--- config.mk ---
export PLATFORM = sky130hd
export DESIGN_NAME = axis_byte_serializer
export DESIGN_NICKNAME = d
export VERILOG_FILES = /design/src/rtl/axis_byte_serializer_pkg.sv /design/src/rtl/axis_byte_serializer_lane_picker.sv /design/src/rtl/axis_byte_serializer.sv
export SDC_FILE = /design/constraint.sdc
export NUM_CORES = 1
export LEC_CHECK = 0
export ABC_AREA = 1
export BUFFER_PORTS_ARGS = -buffer_cell sky130_fd_sc_hd__buf_2
export CAP_MARGIN = 20
export CORE_UTILIZATION = 35
export DETAILED_ROUTE_END_ITERATION = 7
export PLACE_DENSITY = 0.65
export SLEW_MARGIN = 20
export SYNTH_ARGS = -nofsm -noshare
export SYNTH_HDL_FRONTEND = slang
export SYNTH_SLANG_ARGS = --single-unit
--- constraint.sdc ---
create_clock -name clk -period 2.6 [get_ports clk]
set_input_delay 0.39 -clock clk [delete_from_list [all_inputs] [get_ports clk]]
set_output_delay 0.39 -clock clk [all_outputs]
set_load 0.005 [all_outputs]
--- src/rtl/axis_byte_serializer_pkg.sv ---
// rtl/axis_byte_serializer_pkg.sv - byte-lane constants and mask helpers for the beat-to-byte serializer
package axis_byte_serializer_pkg;

    localparam int LANE_WIDTH = 8;
    localparam int MAX_LANES  = 64;

    typedef logic [MAX_LANES-1:0] lane_mask_t;

    function automatic int lowest_set_index(input lane_mask_t mask);
        lowest_set_index = 0;
        for (int i = MAX_LANES - 1; i >= 0; i--) begin
            if (mask[i]) begin
                lowest_set_index = i;
            end
        end
    endfunction

    function automatic logic at_most_one_set(input lane_mask_t mask);
        return (mask & (mask - lane_mask_t'(1))) == '0;
    endfunction

endpackage

--- src/rtl/axis_byte_serializer_lane_picker.sv ---
// rtl/axis_byte_serializer_lane_picker.sv - combinational lowest-lane selector for a byte keep mask
module axis_lane_picker
    import axis_byte_serializer_pkg::*;
#(
    parameter int LANES = 4
) (
    input  logic [LANES-1:0]         mask,
    output logic [$clog2(LANES)-1:0] index,
    output logic [LANES-1:0]         rest_mask,
    output logic                     is_last,
    output logic                     any
);

    always_comb begin
        index     = $clog2(LANES)'(lowest_set_index(lane_mask_t'(mask)));
        rest_mask = mask & (mask - LANES'(1));
        is_last   = (rest_mask == '0);
        any       = (mask != '0);
    end

endmodule

--- src/rtl/axis_byte_serializer.sv ---
// rtl/axis_byte_serializer.sv - unpacks multi-byte stream beats into one byte per cycle with frame status
module axis_byte_serializer
    import axis_byte_serializer_pkg::*;
#(
    parameter int WIDTH_IN_BYTES = 4,
    parameter int TID_WIDTH      = 8,
    parameter int COUNT_WIDTH    = 16
) (
    input  logic                                clk,
    input  logic                                reset,
    input  logic                                in_tvalid,
    output logic                                in_tready,
    input  logic [LANE_WIDTH*WIDTH_IN_BYTES-1:0] in_tdata,
    input  logic [WIDTH_IN_BYTES-1:0]           in_tkeep,
    input  logic                                in_tlast,
    input  logic [TID_WIDTH-1:0]                in_tid,
    output logic                                out_tvalid,
    input  logic                                out_tready,
    output logic [LANE_WIDTH-1:0]               out_tdata,
    output logic                                out_tlast,
    output logic [TID_WIDTH-1:0]                out_tid,
    output logic [COUNT_WIDTH-1:0]              byte_count,
    output logic [15:0]                         frame_count,
    output logic                                null_last
);

    localparam int DATA_W = LANE_WIDTH * WIDTH_IN_BYTES;
    localparam int IDX_W  = $clog2(WIDTH_IN_BYTES);

    logic                      out_tvalid_q, out_tvalid_d;
    logic [LANE_WIDTH-1:0]     out_tdata_q, out_tdata_d;
    logic                      out_tlast_q, out_tlast_d;
    logic [TID_WIDTH-1:0]      out_tid_q, out_tid_d;
    logic [DATA_W-1:0]         hold_data_q, hold_data_d;
    logic [WIDTH_IN_BYTES-1:0] hold_mask_q, hold_mask_d;
    logic                      hold_last_q, hold_last_d;
    logic [TID_WIDTH-1:0]      hold_tid_q, hold_tid_d;
    logic [COUNT_WIDTH-1:0]    byte_count_q, byte_count_d;
    logic [15:0]               frame_count_q, frame_count_d;
    logic                      null_last_q, null_last_d;

    logic [IDX_W-1:0]          hold_idx, in_idx;
    logic [WIDTH_IN_BYTES-1:0] hold_rest, in_rest;
    logic                      hold_is_last, in_is_last;
    logic                      hold_any, in_any;

    logic advance, accept, out_hs, hs_last, null_frame;

    axis_lane_picker #(.LANES(WIDTH_IN_BYTES)) u_hold_picker (
        .mask      (hold_mask_q),
        .index     (hold_idx),
        .rest_mask (hold_rest),
        .is_last   (hold_is_last),
        .any       (hold_any)
    );

    axis_lane_picker #(.LANES(WIDTH_IN_BYTES)) u_in_picker (
        .mask      (in_tkeep),
        .index     (in_idx),
        .rest_mask (in_rest),
        .is_last   (in_is_last),
        .any       (in_any)
    );

    // A new beat may enter while the last held byte leaves, keeping the output gapless.
    assign advance    = !out_tvalid_q || out_tready;
    assign in_tready  = advance && at_most_one_set(lane_mask_t'(hold_mask_q));
    assign accept     = in_tvalid && in_tready;
    assign out_hs     = out_tvalid_q && out_tready;
    assign hs_last    = out_hs && out_tlast_q;
    assign null_frame = accept && !in_any && in_tlast;

    always_comb begin
        out_tvalid_d  = out_tvalid_q;
        out_tdata_d   = out_tdata_q;
        out_tlast_d   = out_tlast_q;
        out_tid_d     = out_tid_q;
        hold_data_d   = hold_data_q;
        hold_mask_d   = hold_mask_q;
        hold_last_d   = hold_last_q;
        hold_tid_d    = hold_tid_q;
        byte_count_d  = byte_count_q;
        frame_count_d = frame_count_q;
        null_last_d   = null_last_q;

        if (advance) begin
            if (hold_any) begin
                out_tvalid_d = 1'b1;
                out_tdata_d  = hold_data_q[LANE_WIDTH*hold_idx +: LANE_WIDTH];
                out_tlast_d  = hold_last_q && hold_is_last;
                out_tid_d    = hold_tid_q;
                hold_mask_d  = hold_rest;
                if (accept && in_any) begin
                    hold_data_d = in_tdata;
                    hold_mask_d = in_tkeep;
                    hold_last_d = in_tlast;
                    hold_tid_d  = in_tid;
                end
            end else if (accept && in_any) begin
                out_tvalid_d = 1'b1;
                out_tdata_d  = in_tdata[LANE_WIDTH*in_idx +: LANE_WIDTH];
                out_tlast_d  = in_tlast && in_is_last;
                out_tid_d    = in_tid;
                hold_data_d  = in_tdata;
                hold_mask_d  = in_rest;
                hold_last_d  = in_tlast;
                hold_tid_d   = in_tid;
            end else begin
                out_tvalid_d = 1'b0;
            end
        end

        if (hs_last) begin
            byte_count_d = '0;
        end else if (out_hs && (byte_count_q != '1)) begin
            byte_count_d = byte_count_q + 1'b1;
        end

        // An empty tlast beat still closes the frame it belongs to.
        if (null_frame) begin
            null_last_d  = 1'b1;
            byte_count_d = '0;
        end
        frame_count_d = frame_count_q + {15'd0, hs_last} + {15'd0, null_frame};
    end

    always_ff @(posedge clk) begin
        if (reset) begin
            out_tvalid_q  <= 1'b0;
            out_tdata_q   <= '0;
            out_tlast_q   <= 1'b0;
            out_tid_q     <= '0;
            hold_data_q   <= '0;
            hold_mask_q   <= '0;
            hold_last_q   <= 1'b0;
            hold_tid_q    <= '0;
            byte_count_q  <= '0;
            frame_count_q <= '0;
            null_last_q   <= 1'b0;
        end else begin
            out_tvalid_q  <= out_tvalid_d;
            out_tdata_q   <= out_tdata_d;
            out_tlast_q   <= out_tlast_d;
            out_tid_q     <= out_tid_d;
            hold_data_q   <= hold_data_d;
            hold_mask_q   <= hold_mask_d;
            hold_last_q   <= hold_last_d;
            hold_tid_q    <= hold_tid_d;
            byte_count_q  <= byte_count_d;
            frame_count_q <= frame_count_d;
            null_last_q   <= null_last_d;
        end
    end

    assign out_tvalid  = out_tvalid_q;
    assign out_tdata   = out_tdata_q;
    assign out_tlast   = out_tlast_q;
    assign out_tid     = out_tid_q;
    assign byte_count  = byte_count_q;
    assign frame_count = frame_count_q;
    assign null_last   = null_last_q;

endmodule

Word level (Yosys, flattened, before mapping)

Index checks and enable logic that the tools add are counted.

Flip-flop bits (word level): 96
Bits of input ports: 49
Output and inout port bits: 52
Word-level logic and storage cells: 64

Add/subtract/negate cells: 6
Equal/unequal tests: 1
Shift-type cells: 2
Mux-type cells: 19
Bitwise gates (word level): 3
Reductions and logical operators: 22

Operator list:

| operator                | count |
|---|---|
| $and A4 B64 Y64         | 1 |
| $logic_not A64 Y1       | 1 |
| $shiftx A32 B6 Y8       | 2 |
| $add A16 B1 Y16         | 2 |
| $mux W8                 | 4 |
| $add A16 B1 Y16 const B | 1 |
| $mux W2                 | 8 |
| $ne A16 B16 Y1 const B  | 1 |
| $mux W4                 | 3 |
| $logic_and A1 B1 Y1     | 10 |
| $and A4 B4 Y4           | 2 |
| $logic_not A4 Y1        | 2 |
| $reduce_bool A4 Y1      | 2 |
| $sub A4 B1 Y4 const B   | 2 |
| $sub A4 B1 Y5 const B   | 1 |
| $mux W1                 | 4 |
| $reduce_and A2 Y1       | 2 |
| $reduce_or A3 Y1        | 1 |
| $logic_not A1 Y1        | 2 |
| $reduce_bool A2 Y1      | 1 |
| $logic_or A1 B1 Y1      | 1 |

Longest topological paths before layout

Gate-level depths: netlist of run 1.

Depth after elaboration: 8
Gate-level depth with buffers: 17
Depth with buffers taken out: 17

Cells and area by module

A second synthesis of run 1 with hierarchy kept.

Cell total of the unflattened synthesis: 750
Area, all modules: 5,024.8 um2

By module, submodules not included:

| module               | instances | cells each | area each (um2) | sequential area each (um2) |
|---|---|---|---|---|
| axis_byte_serializer | 1         | 716        | 4,872.2         | 1,921.8 |
| axis_lane_picker     | 2         | 17         | 76.3            | 0.0 |

Worst setup path after synthesis of run 1

No wires, ideal clock.

Kind: reg2reg
Start point: reg hold_mask_q[0]
End point: reg frame_count_q[10], in the netlist frame_count[10]
Library setup time: 0.115 ns
Arrival time: 2.545 ns
Data required time: 2.485 ns
Slack: -0.060 ns
Cell stages (with the launch flop): 18
Path buffers: 0
Clock period less this slack: 2.660 ns
Path through: dfxtp_1 > o21ai_2 > nand2_1 > nor2_4 > nand3_1 > nor2_1 > nand2_1 > fa_1 > inv_1 > ha_1 > nand2_1 > inv_1 > nand4_1 > or2_2 > nor2_1 > nand3_1 > nand2_1 > nor2_1

Word-level cells in the longest chain between the ends: 8

Ends and longest elaborated chain:

| element                              | line                           | text |
|---|---|---|
| start, declared                      | axis_byte_serializer.sv:35     | `logic [WIDTH_IN_BYTES-1:0] hold_mask_q, hold_mask_d;` |
| start signal, assigned               | axis_byte_serializer.sv:146    | `hold_mask_q <= hold_mask_d;` |
| $sub A4 B1 Y5                        | axis_byte_serializer_pkg.sv:19 | `return (mask & (mask - lane_mask_t'(1))) == '0;` |
| $and A4 B64 Y64 (*)                  | axis_byte_serializer_pkg.sv:19 |  |
| $logic_not A64 Y1 (*)                | axis_byte_serializer_pkg.sv:19 |  |
| $logic_and A1 B1 Y1 (*)              | axis_byte_serializer.sv:67     | `assign in_tready = advance && at_most_one_set(lane_mask_t'(hold_mask_q));` |
| $logic_and A1 B1 Y1 (*)              | axis_byte_serializer.sv:68     | `assign accept = in_tvalid && in_tready;` |
| $logic_and A1 B1 Y1 (*) (2 in a row) | axis_byte_serializer.sv:71     | `assign null_frame = accept && !in_any && in_tlast;` |
| $add A16 B1 Y16 (*)                  | axis_byte_serializer.sv:124    | `frame_count_d = frame_count_q + {15'd0, hs_last} + {15'd0, null_frame};` |
| end signal, assigned                 | axis_byte_serializer.sv:150    | `frame_count_q <= frame_count_d;` |
| end, declared                        | axis_byte_serializer.sv:39     | `logic [15:0] frame_count_q, frame_count_d;` |

Mark *: on every way between the ends. The rest lies on a longest branch, timed or not.
A chain may end at the register's enable or synchronous reset.

Worst setup path in the final report of run 1

Start point: reg hold_mask_q[1]
End point: reg frame_count_q[10], in the netlist frame_count[10]

Same word-level chain as after synthesis.

==> results of run 1 <==
[cells by family after synthesis]
family,Yosys count,share of synthesized area (%)
AND/OR/NAND/NOR,345,30.77
adder cells (fa/ha/maj),3,0.9630
buffers and inverters,100,8.882
flip-flops,96,41.09
XOR/XNOR,6,1.124
AO/OA/AOI/OAI,145,17.18
[sequential cells by signal, indices dropped and copies added (netlist names)]
signal,cells
hold_tid_q,8
hold_data_q,32
hold_mask_q,4
hold_last_q,1
null_last,1
byte_count,16
out_tlast,1
out_tid,8
out_tdata,8
out_tvalid,1
frame_count,16
[worst max-delay path by stage]
stage / start / to / slack, ps
after CTS: hold_mask_q[0]$_SDFFE_PP0P_ / frame_count[11]$_SDFF_PP0_ / 10
after detailed placement: hold_mask_q[0]$_SDFFE_PP0P_ / frame_count[10]$_SDFF_PP0_ / -120
after floorplan: hold_mask_q[0]$_SDFFE_PP0P_ / frame_count[14]$_SDFF_PP0_ / -50
after global routing: hold_mask_q[1]$_SDFFE_PP0P_ / frame_count[10]$_SDFF_PP0_ / -180
final: hold_mask_q[1]$_SDFFE_PP0P_ / frame_count[10]$_SDFF_PP0_ / -20
after global placement: hold_mask_q[0]$_SDFFE_PP0P_ / frame_count[10]$_SDFF_PP0_ / -90
[cell usage after synthesis (6+ instances only)]
cell type	n
a21oi_1	45
buf_2	8
clkbuf_1	16
dfxtp_1	96
inv_1	68
nand2_1	157
nand3_1	40
nand4_1	6
nor2_1	115
nor3_1	10
o211ai_1	17
o21ai_0	62
o21ai_1	12
xor2_1	6
[report_power, final]
group / internal, mW / switching (mW) / leakage, nW
Combinational: 0.740 / 1.29 / 1.87
Sequential: 1.75 / 0.155 / 0.790
Clock: 0.982 / 0.559 / 0.168
[stage by stage]
step,hold slack [ps],utilization [%],total power [mW],setup WS [ps]
floorplan,446.6,-,3.279,-49.32
global placement,435.1,42.94,3.906,-90.76
detailed placement,444.0,42.94,3.922,-124.3
CTS,281.5,46.33,5.484,10.38
global route,292.8,47.01,5.893,-180.5
finish,291.1,47.01,5.475,-22.84
[what timing repair did]
| action | in CTS | in global routing |
|---|---|---|
| gates resized for setup | 10 | 17 |
| hold buffers | 0 | 0 |
| pin swaps | 1 | 8 |
| buffers inserted | 9 | 2 |
| setup endpoints to repair | 7 | 10 |
[critical path: cells and delay by family (launching register included)]
family | cells | cell delay (ps)
AND/OR/NAND/NOR | 12 | 1280
adder cells (fa/ha/maj) | 2 | 540
flip-flops | 1 | 370
AO/OA/AOI/OAI | 1 | 160
buffers and inverters | 2 | 150
[placed cells by master (no fill, tap or decap), drive strengths merged]
cell type    n
nand2      159
buf        144
nor2       119
dfxtp       96
o21ai       75
inv         70
a21oi       49
nand3       40
o211ai      17
nor3        12
clkbuf      11
nand4        7
xor2         6
nor3b        4
bufinv       3
or2          2
o21bai       2
ha           2
a31oi        1
and3         1
nor4         1
o21a         1
fa           1
[area by class of cell]
type / count / area (µm²)
Inverter: 70 / 262.8
Sequential cell: 96 / 1929
Timing Repair Buffer: 144 / 843.3
Multi-Input combinational cell: 499 / 2436
Fill cell: 1354 / 6795
Tap cell: 172 / 215.2
Clock inverter: 3 / 90.09
Clock buffer: 11 / 252.7
[routing by layer]
metal	track usage, %	part of all wire [%]	vias up
li1	-	-	2499
met1	24.68	47	2131
met2	31.77	46	121
met3	4.797	5.2	10
met4	5.369	1.0	0
met5	0	0	-
==> metrics.csv, run 1 <==
metric;value;unit
cts.path.max_buffers;2;
ys_ff_latch;96;
clkSlewWorstSetupHoldPaths;60;ps
clock.fmax;381.3;MHz
syn_area;4677;µm²
async_reset_ff_share;0;%
synthCells;695;
yosys.area.top_type;dfxtp_1;
drt-total-wl;12790;µm
worst-path-max-fanout;5;
power.density;908.1;nW/µm²
area_growth;28.92;%
clock_latency;350;ps
rr_worst_depth;17;
yosysTopAreaCellShare;41.09;%
hold_depth;3;
ios;101;
critPathSlowestCell;fa_2;
synth.avg_cell_area;6.729;µm²
htreeDepth;3;
hp-start;in_tdata[20];
synth_area_leaders;dfxtp_1, nand2_1, nor2_1;
yosys_most_used_dff;dfxtp_1;
setup_ws;-22.84;ps
core-area;12820;µm²
violations;setup timing;
vias;4761;
antennaDiodeCount;0;
wl_per_cell;12.85;µm
drv_cap;0;
report.final.slew_viol_count;0;
setup-violations-final;2;
die_area;13830;µm²
cp_cell_sequence;o21ai_4, nand2_2, nor2_4, nand3_2, nor2_4, nand2_2, fa_2, inv_2, ha_4, nand2_2, inv_2, nand4_1, or2_4, nor2_4, nand3_2, nand2_1, nor2_1;
clock_skew;13.98;ps
arrival;2860;ps
cts-buffers-inserted;9;
grt_first_pass_wirelength;21360;µm
ys_seq_area_share;41.09;%
cts_tree;done;
clock_sinks;96;
finalCritPeriodShare;100.9;%
end_kind;flip-flop;
nets;872;
finalHoldViolCount;0;
grt_usage;19.20;%
grt_max_degree;48;
antenna_found_initial;0;
fin_setup_tns;-29.39;ps
synth_edf_count;0;
placed_cell_area;5507;µm²
crit_required;2830;ps
stdcell_count;995;
root_buffer;clkbuf_16;
max_slew_margin;64.26;%
min_period;2623;ps
finalInstanceArea;6030;µm²
die_w;117.6;µm
first_pass_iters;5;
grt_pass1_vias;4414;
port_buffers;100;
drive_gt1_share;23.69;%
drt_iter0_markers;374;
ys_warn_count;0;
worstSetupPathType;flip-flop to flip-flop;
synth.distinct_cells;34;
drtAntennaViolNets;0;
syn_nets;747;
startpoint_type;flip-flop;
regToRegSetupSlack;-20;ps
hpwl;8926;µm
die_h;117.6;µm
status;finished with violations;
leakagePower;2.828;nW
r2r-start;hold_mask_q[1]$_SDFFE_PP0P_;
slowest_delay;410;ps
rr_endpoint;frame_count[10]$_SDFF_PP0_;
whs_endpoint;hold_data_q[20]$_SDFFE_PP0P_;
remaining_drc_errors;0;
min_path_type;input port to flip-flop;
place_congestion;0.8317;
rsz0062_at_grt;yes;
vdd_ir_drop_max;0.4411;mV
via_per_inst;4.785;
dpl.cell_count;970;
grt-ovfl-total;0;
worstMarginPinSlew;532.0;ps
rows;41;
start_util;36.47;%
Power figures use the tool's default switching activity.
==> inputs of run 2 (changes only) <==
--- a/config.mk
+++ b/config.mk
@@ -10,7 +10,6 @@
 export CAP_MARGIN = 20
 export CORE_UTILIZATION = 35
 export DETAILED_ROUTE_END_ITERATION = 7
-export PLACE_DENSITY = 0.65
 export SLEW_MARGIN = 20
 export SYNTH_ARGS = -nofsm -noshare
 export SYNTH_HDL_FRONTEND = slang
==> metrics.csv, run 2 (synthesized netlist as in run 1, its figures left out) <==
metric;value;unit;change
leakagePower;2.850;nW;was 2.828 nW
final_cell_mix;nand2_1, nor2_1, buf_2;;unchanged
rows;41;;unchanged
clkSlewWorstSetupHoldPaths;70;ps;was 60 ps
hpwl;8898;µm;was 8926 µm
grt_max_degree;54;;was 48
regToRegSetupSlack;-100;ps;was -20 ps
crit_required;2830;ps;about the same
setup_ws;-98.76;ps;was -22.84 ps
largest_reg_flops;32;;unchanged
worstSetupPathType;flip-flop to flip-flop;;unchanged
drv_cap;0;;unchanged
die_h;117.6;µm;unchanged
max_flop_register;hold_data_q;;unchanged
cts.path.max_buffers;2;;unchanged
grt_first_pass_wirelength;21380;µm;was 21360 µm
cts-buffers-inserted;9;;unchanged
vias;4789;;was 4761
max_slew_margin;62.64;%;was 64.26%
min_path_type;input port to flip-flop;;unchanged
hold_ws;290.6;ps;was 291.1 ps
drt_iter0_markers;450;;was 374
setup-violations-final;2;;unchanged
clock_latency;350;ps;about the same
die_w;117.6;µm;unchanged
n_fill_cell;1340;;was 1354
drtAntennaViolNets;0;;unchanged
violations;setup timing;;unchanged
hp-start;in_tdata[1];;was in_tdata[20]
vdd_ir_drop_max;0.4555;mV;was 0.4411 mV
hold_depth;3;;unchanged
dpl.cell_count;971;;was 970
grt_usage;19.13;%;was 19.20%
whs_endpoint;hold_data_q[1]$_SDFFE_PP0P_;;was hold_data_q[20]$_SDFFE_PP0P_
cts-hold-fix-buffers;0;;unchanged
via_per_inst;4.779;;was 4.785
place_congestion;0.7983;;was 0.8317
stdcell_count;1002;;was 995
port_buffers;100;;unchanged
wl_per_cell;13.20;µm;was 12.85 µm
arrival;2930;ps;was 2860 ps
core-area;12820;µm²;unchanged
report.final.slew_viol_count;0;;unchanged
die_area;13830;µm²;unchanged
rr_endpoint;frame_count[3]$_SDFF_PP0_;;was frame_count[10]$_SDFF_PP0_
rsz0062_at_grt;yes;;unchanged
final_common_cell;nand2_1;;unchanged
min_period;2699;ps;was 2623 ps
nets;877;;was 872
power.density;883.9;nW/µm²;was 908.1 nW/µm²
finalCritPeriodShare;103.8;%;was 100.9%
drive_gt1_share;24.46;%;was 23.69%
antenna_found_initial;0;;unchanged
worstMarginPinSlew;559.8;ps;was 532.0 ps
rr_worst_depth;19;;was 17
grt_pass1_vias;4194;;was 4414
clock.fmax;370.5;MHz;was 381.3 MHz
grt-ovfl-total;0;;unchanged
start_util;36.47;%;unchanged
startpoint_type;flip-flop;;unchanged
remaining_drc_errors;0;;unchanged
antennaDiodeCount;0;;unchanged
htreeDepth;3;;unchanged
root_buffer;clkbuf_16;;unchanged
worst-path-max-fanout;4;;was 5
ios;101;;unchanged
area_growth;28.97;%;was 28.92%
drt-total-wl;13230;µm;was 12790 µm
final_core_util;47.03;%;was 47.01%
first_pass_iters;4;;was 5
cts_tree;done;;unchanged
r2r-start;hold_mask_q[0]$_SDFFE_PP0P_;;was hold_mask_q[1]$_SDFFE_PP0P_
finalHoldViolCount;0;;unchanged
status;finished with violations;;unchanged
clock_sinks;96;;unchanged
end_kind;flip-flop;;unchanged
clock_skew;10.10;ps;was 13.98 ps
run 2: cell types whose count changed in the layout (fill, tap and decap cells not counted), moves of 2 or more:
cell / change
inv_6: +3
bufinv_16: -2
dfxtp_2: +2
clkbuf_8: -2
buf_4: +4
run 2: worst max-delay path by stage:
stage                                            from                    endpoint  slack, ps  cells after the start
after floorplan           hold_mask_q[0]$_SDFFE_PP0P_  frame_count[14]$_SDFF_PP0_        -50                     16
after global placement    hold_mask_q[0]$_SDFFE_PP0P_  frame_count[10]$_SDFF_PP0_       -140                     17
after detailed placement  hold_mask_q[0]$_SDFFE_PP0P_  frame_count[10]$_SDFF_PP0_       -200                     17
after CTS                 hold_mask_q[1]$_SDFFE_PP0P_  frame_count[14]$_SDFF_PP0_        -70                     17
after global routing      hold_mask_q[1]$_SDFFE_PP0P_  frame_count[14]$_SDFF_PP0_       -240                     17
final                     hold_mask_q[0]$_SDFFE_PP0P_   frame_count[3]$_SDFF_PP0_       -100                     19
run 2: layout make-up:
cell class                 count  area (µm²)  area share [%]
tap                          172       215.2           3.568
clock buffer                   9       225.2           3.734
inverter                      70       262.8           4.356
timing repair buffer         149       884.6           14.66
multi-input combinational    499        2439           40.43
clock inverter                 7       77.57           1.286
sequential                    96        1928           31.96
run 2: repair_timing:
item,in CTS,in global routing
resized for setup,15,15
pin swaps,7,5
setup endpoints to repair,8,10
buffers inserted,12,3
run 2: stage by stage:
| step | TNS [ps] | area (µm²) | total power [mW] | setup slack (ps) |
|---|---|---|---|---|
| floorplan | -75.51 | 4679 | 3.279 | -49.32 |
| global placement | -382.7 | 5514 | 3.934 | -143.9 |
| detailed placement | -864.1 | 5514 | 3.937 | -201.2 |
| CTS | -101.1 | 5954 | 5.364 | -67.07 |
| global route | -1471 | 6032 | 5.722 | -235.6 |
| finish | -111.9 | 6032 | 5.332 | -98.76 |
run 2: per-layer routing:
layer / vias to the layer above / part of all wire, % / GRT usage, %
li1: 2516 / - / -
met1: 2128 / 49 / 26.85
met2: 132 / 44 / 29.25
met3: 13 / 5.8 / 4.554
met4: 0 / 1.1 / 4.888
met5: - / 0 / 0
run 2: critical path: stages (launching register included):
cell     delay, ps
dfxtp_2        410
nor2_4          60
a21oi_2        200
nor2_4          70
nand3_2         80
nor2_4          40
nand2_2         90
fa_2           240
inv_2           60
buf_4          120
buf_4          120
buf_4          120
buf_4          120
buf_4          120
buf_4          120
buf_4          120
buf_4          120
buf_4          120
a31oi_1        170
nor3_1          70
run 2: where the power goes:
part / internal [mW] / switching (mW) / leakage (nW) / total, mW
clock: 0.757 / 0.615 / 0.147 / 1.37
sequential: 1.75 / 0.158 / 0.790 / 1.91
combinational: 0.748 / 1.30 / 1.91 / 2.05
==> inputs of run 3 (changes only) <==
--- a/config.mk
+++ b/config.mk
@@ -8,6 +8,7 @@
 export ABC_AREA = 1
 export BUFFER_PORTS_ARGS = -buffer_cell sky130_fd_sc_hd__buf_2
 export CAP_MARGIN = 20
+export CORE_ASPECT_RATIO = 0.8
 export CORE_UTILIZATION = 35
 export DETAILED_ROUTE_END_ITERATION = 7
 export SLEW_MARGIN = 20
==> metrics.csv, run 3 (synthesized netlist as in run 1, its figures left out) <==
metric;value;unit;change
grt_util_met2;28.84;%;was 29.25%
antenna_found_initial;0;;unchanged
core-area;12960;µm²;was 12820 µm²
clock.fmax;379.7;MHz;was 370.5 MHz
worst-path-max-fanout;5;;was 4
die_h;105.4;µm;was 117.6 µm
grt_first_pass_wirelength;21580;µm;was 21380 µm
met3_usage;4.473;%;was 4.554%
grt_usage;19.76;%;was 19.13%
via_per_inst;4.737;;was 4.779
grt_max_degree;43;;was 54
setup-violations-final;1;;was 2
met1_usage;28.28;%;was 26.85%
drt_iter0_markers;334;;was 450
r2r-start;hold_mask_q[1]$_SDFFE_PP0P_;;was hold_mask_q[0]$_SDFFE_PP0P_
min_period;2634;ps;was 2699 ps
max_flop_register;hold_data_q;;unchanged
max_slew_margin;61.99;%;was 62.64%
die_area;13830;µm²;about the same
arrival;2880;ps;was 2930 ps
cts.path.max_buffers;2;;unchanged
rows;37;;was 41
startpoint_type;flip-flop;;unchanged
rr_worst_depth;18;;was 19
vias;4704;;was 4789
pre_cts_ws;-74.70;ps;was -201.2 ps
cts-hold-fix-buffers;0;;unchanged
nets;865;;was 877
hp-start;in_tdata[3];;was in_tdata[1]
drt-total-wl;13040;µm;was 13230 µm
worstMarginPinSlew;569.6;ps;was 559.8 ps
n_fill_cell;1403;;was 1340
ios;101;;unchanged
cts-buffers-inserted;9;;unchanged
vdd_ir_drop_max;0.4273;mV;was 0.4555 mV
stdcell_count;993;;was 1002
violations;setup timing;;unchanged
final_common_cell;nand2_1;;unchanged
hold_ws;289.5;ps;was 290.6 ps
drtAntennaViolNets;0;;unchanged
status;finished with violations;;unchanged
grt-busiest-layer;met2;;unchanged
remaining_drc_errors;0;;unchanged
cts_tree;done;;unchanged
final_core_util;45.78;%;was 47.03%
area_growth;26.89;%;was 28.97%
final_cell_mix;nand2_1, nor2_1, buf_2;;unchanged
finalHoldViolCount;0;;unchanged
largest_reg_flops;32;;unchanged
port_buffers;100;;unchanged
finalCritPeriodShare;101.3;%;was 103.8%
min_path_type;input port to flip-flop;;unchanged
antennaDiodeCount;0;;unchanged
hpwl;9255;µm;was 8898 µm
htreeDepth;3;;unchanged
regToRegSetupSlack;-30;ps;was -100 ps
clock_skew;10.48;ps;was 10.10 ps
first_pass_iters;4;;unchanged
placed_cell_area;5538;µm²;was 5514 µm²
leakagePower;2.757;nW;was 2.850 nW
grt-ovfl-total;0;;unchanged
report.final.slew_viol_count;0;;unchanged
end_kind;flip-flop;;unchanged
grt_pass1_vias;4294;;was 4194
wl_per_cell;13.14;µm;was 13.20 µm
clock_sinks;96;;unchanged
power.density;889.9;nW/µm²;was 883.9 nW/µm²
whs_endpoint;hold_data_q[3]$_SDFFE_PP0P_;;was hold_data_q[1]$_SDFFE_PP0P_
drive_gt1_share;23.11;%;was 24.46%
clock_latency;360;ps;was 350 ps
crit_required;2850;ps;was 2830 ps
dpl.cell_count;975;;was 971
root_buffer;clkbuf_16;;unchanged
hold_depth;3;;unchanged
place_congestion;0.8310;;was 0.7983
drv_cap;0;;unchanged
clkSlewWorstSetupHoldPaths;70;ps;about the same
rsz0062_at_grt;yes;;unchanged
worstSetupPathType;flip-flop to flip-flop;;unchanged
die_w;131.2;µm;was 117.6 µm
start_util;36.08;%;was 36.47%
setup_ws;-33.79;ps;was -98.76 ps
rr_endpoint;frame_count[10]$_SDFF_PP0_;;was frame_count[3]$_SDFF_PP0_
finalInstanceArea;5934;µm²;was 6032 µm²
## run 3: changes by cell type in the layout (fill, tap and decap cells not counted), sizes merged
cell,change
clkbuf,+4
bufinv,-1
inv,-2
clkinvlp,-1
buf,-12
## run 3: timing repair
| action | 4_1_cts | 5_1_grt |
|---|---|---|
| endpoints found under the setup margin | 5 | 9 |
| endpoints found under the hold margin | 0 | 0 |
| resized for setup | 6 | 17 |
| setup buffers | 0 | 2 |
| gates cloned | 0 | 0 |
| pin swaps | 2 | 10 |
## run 3: per-stage QoR
stage	setup TNS [ps]	total power [mW]
detailed placement	-163.5	3.942
global placement	-70.60	3.945
global route	-1062	5.713
floorplan	-75.51	3.279
finish	-33.79	5.281
CTS	0	5.318
## run 3: final cells by class
type,instances,area (µm²),share of cell area [%]
Multi-Input combinational cell,499,2420,40.78
Inverter,70,262.8,4.428
Timing Repair Buffer,137,803.3,13.54
Clock buffer,13,280.3,4.723
Tap cell,175,219.0,3.690
Sequential cell,96,1927,32.47
Clock inverter,3,22.52,0.3795
## run 3: how the worst max path moves through the flow
stage / start / slack [ps] / end
global placement: hold_mask_q[0]$_SDFFE_PP0P_ / -50 / frame_count[10]$_SDFF_PP0_
detailed placement: in_tkeep[0] / -70 / frame_count[10]$_SDFF_PP0_
global route: hold_mask_q[1]$_SDFFE_PP0P_ / -240 / frame_count[14]$_SDFF_PP0_
CTS: hold_mask_q[0]$_SDFFE_PP0P_ / 7 / frame_count[10]$_SDFF_PP0_
finish: hold_mask_q[1]$_SDFFE_PP0P_ / -30 / frame_count[10]$_SDFF_PP0_
floorplan: hold_mask_q[0]$_SDFFE_PP0P_ / -50 / frame_count[14]$_SDFF_PP0_
## run 3: worst max-delay path, stage by stage, from the launching register on
cell     delay [ps]
dfxtp_4         370
o21ai_4         160
nand2_2          80
nor2_4           90
nand3_2          80
nor2_4          100
nand2_2          70
fa_2            410
inv_2            90
ha_4            130
nand2_2          50
inv_2            60
nand4_1         110
buf_4           170
or2_4           260
nor2_4          110
nand3_2          80
nand2_2          60
nor2_1           40
## run 3: layer usage
| metal | vias up | share of wire [%] |
|---|---|---|
| li1 | 2488 | - |
| met1 | 2073 | 52 |
| met2 | 126 | 42 |
| met3 | 17 | 5.2 |
| met4 | 0 | 1.6 |
| met5 | - | 0 |
## run 3: power breakdown
part           internal, mW  switching, mW  total [mW]
clock                 0.757          0.587        1.34
combinational         0.741           1.29        2.03
sequential             1.75          0.152        1.90
total                  3.25           2.03        5.28
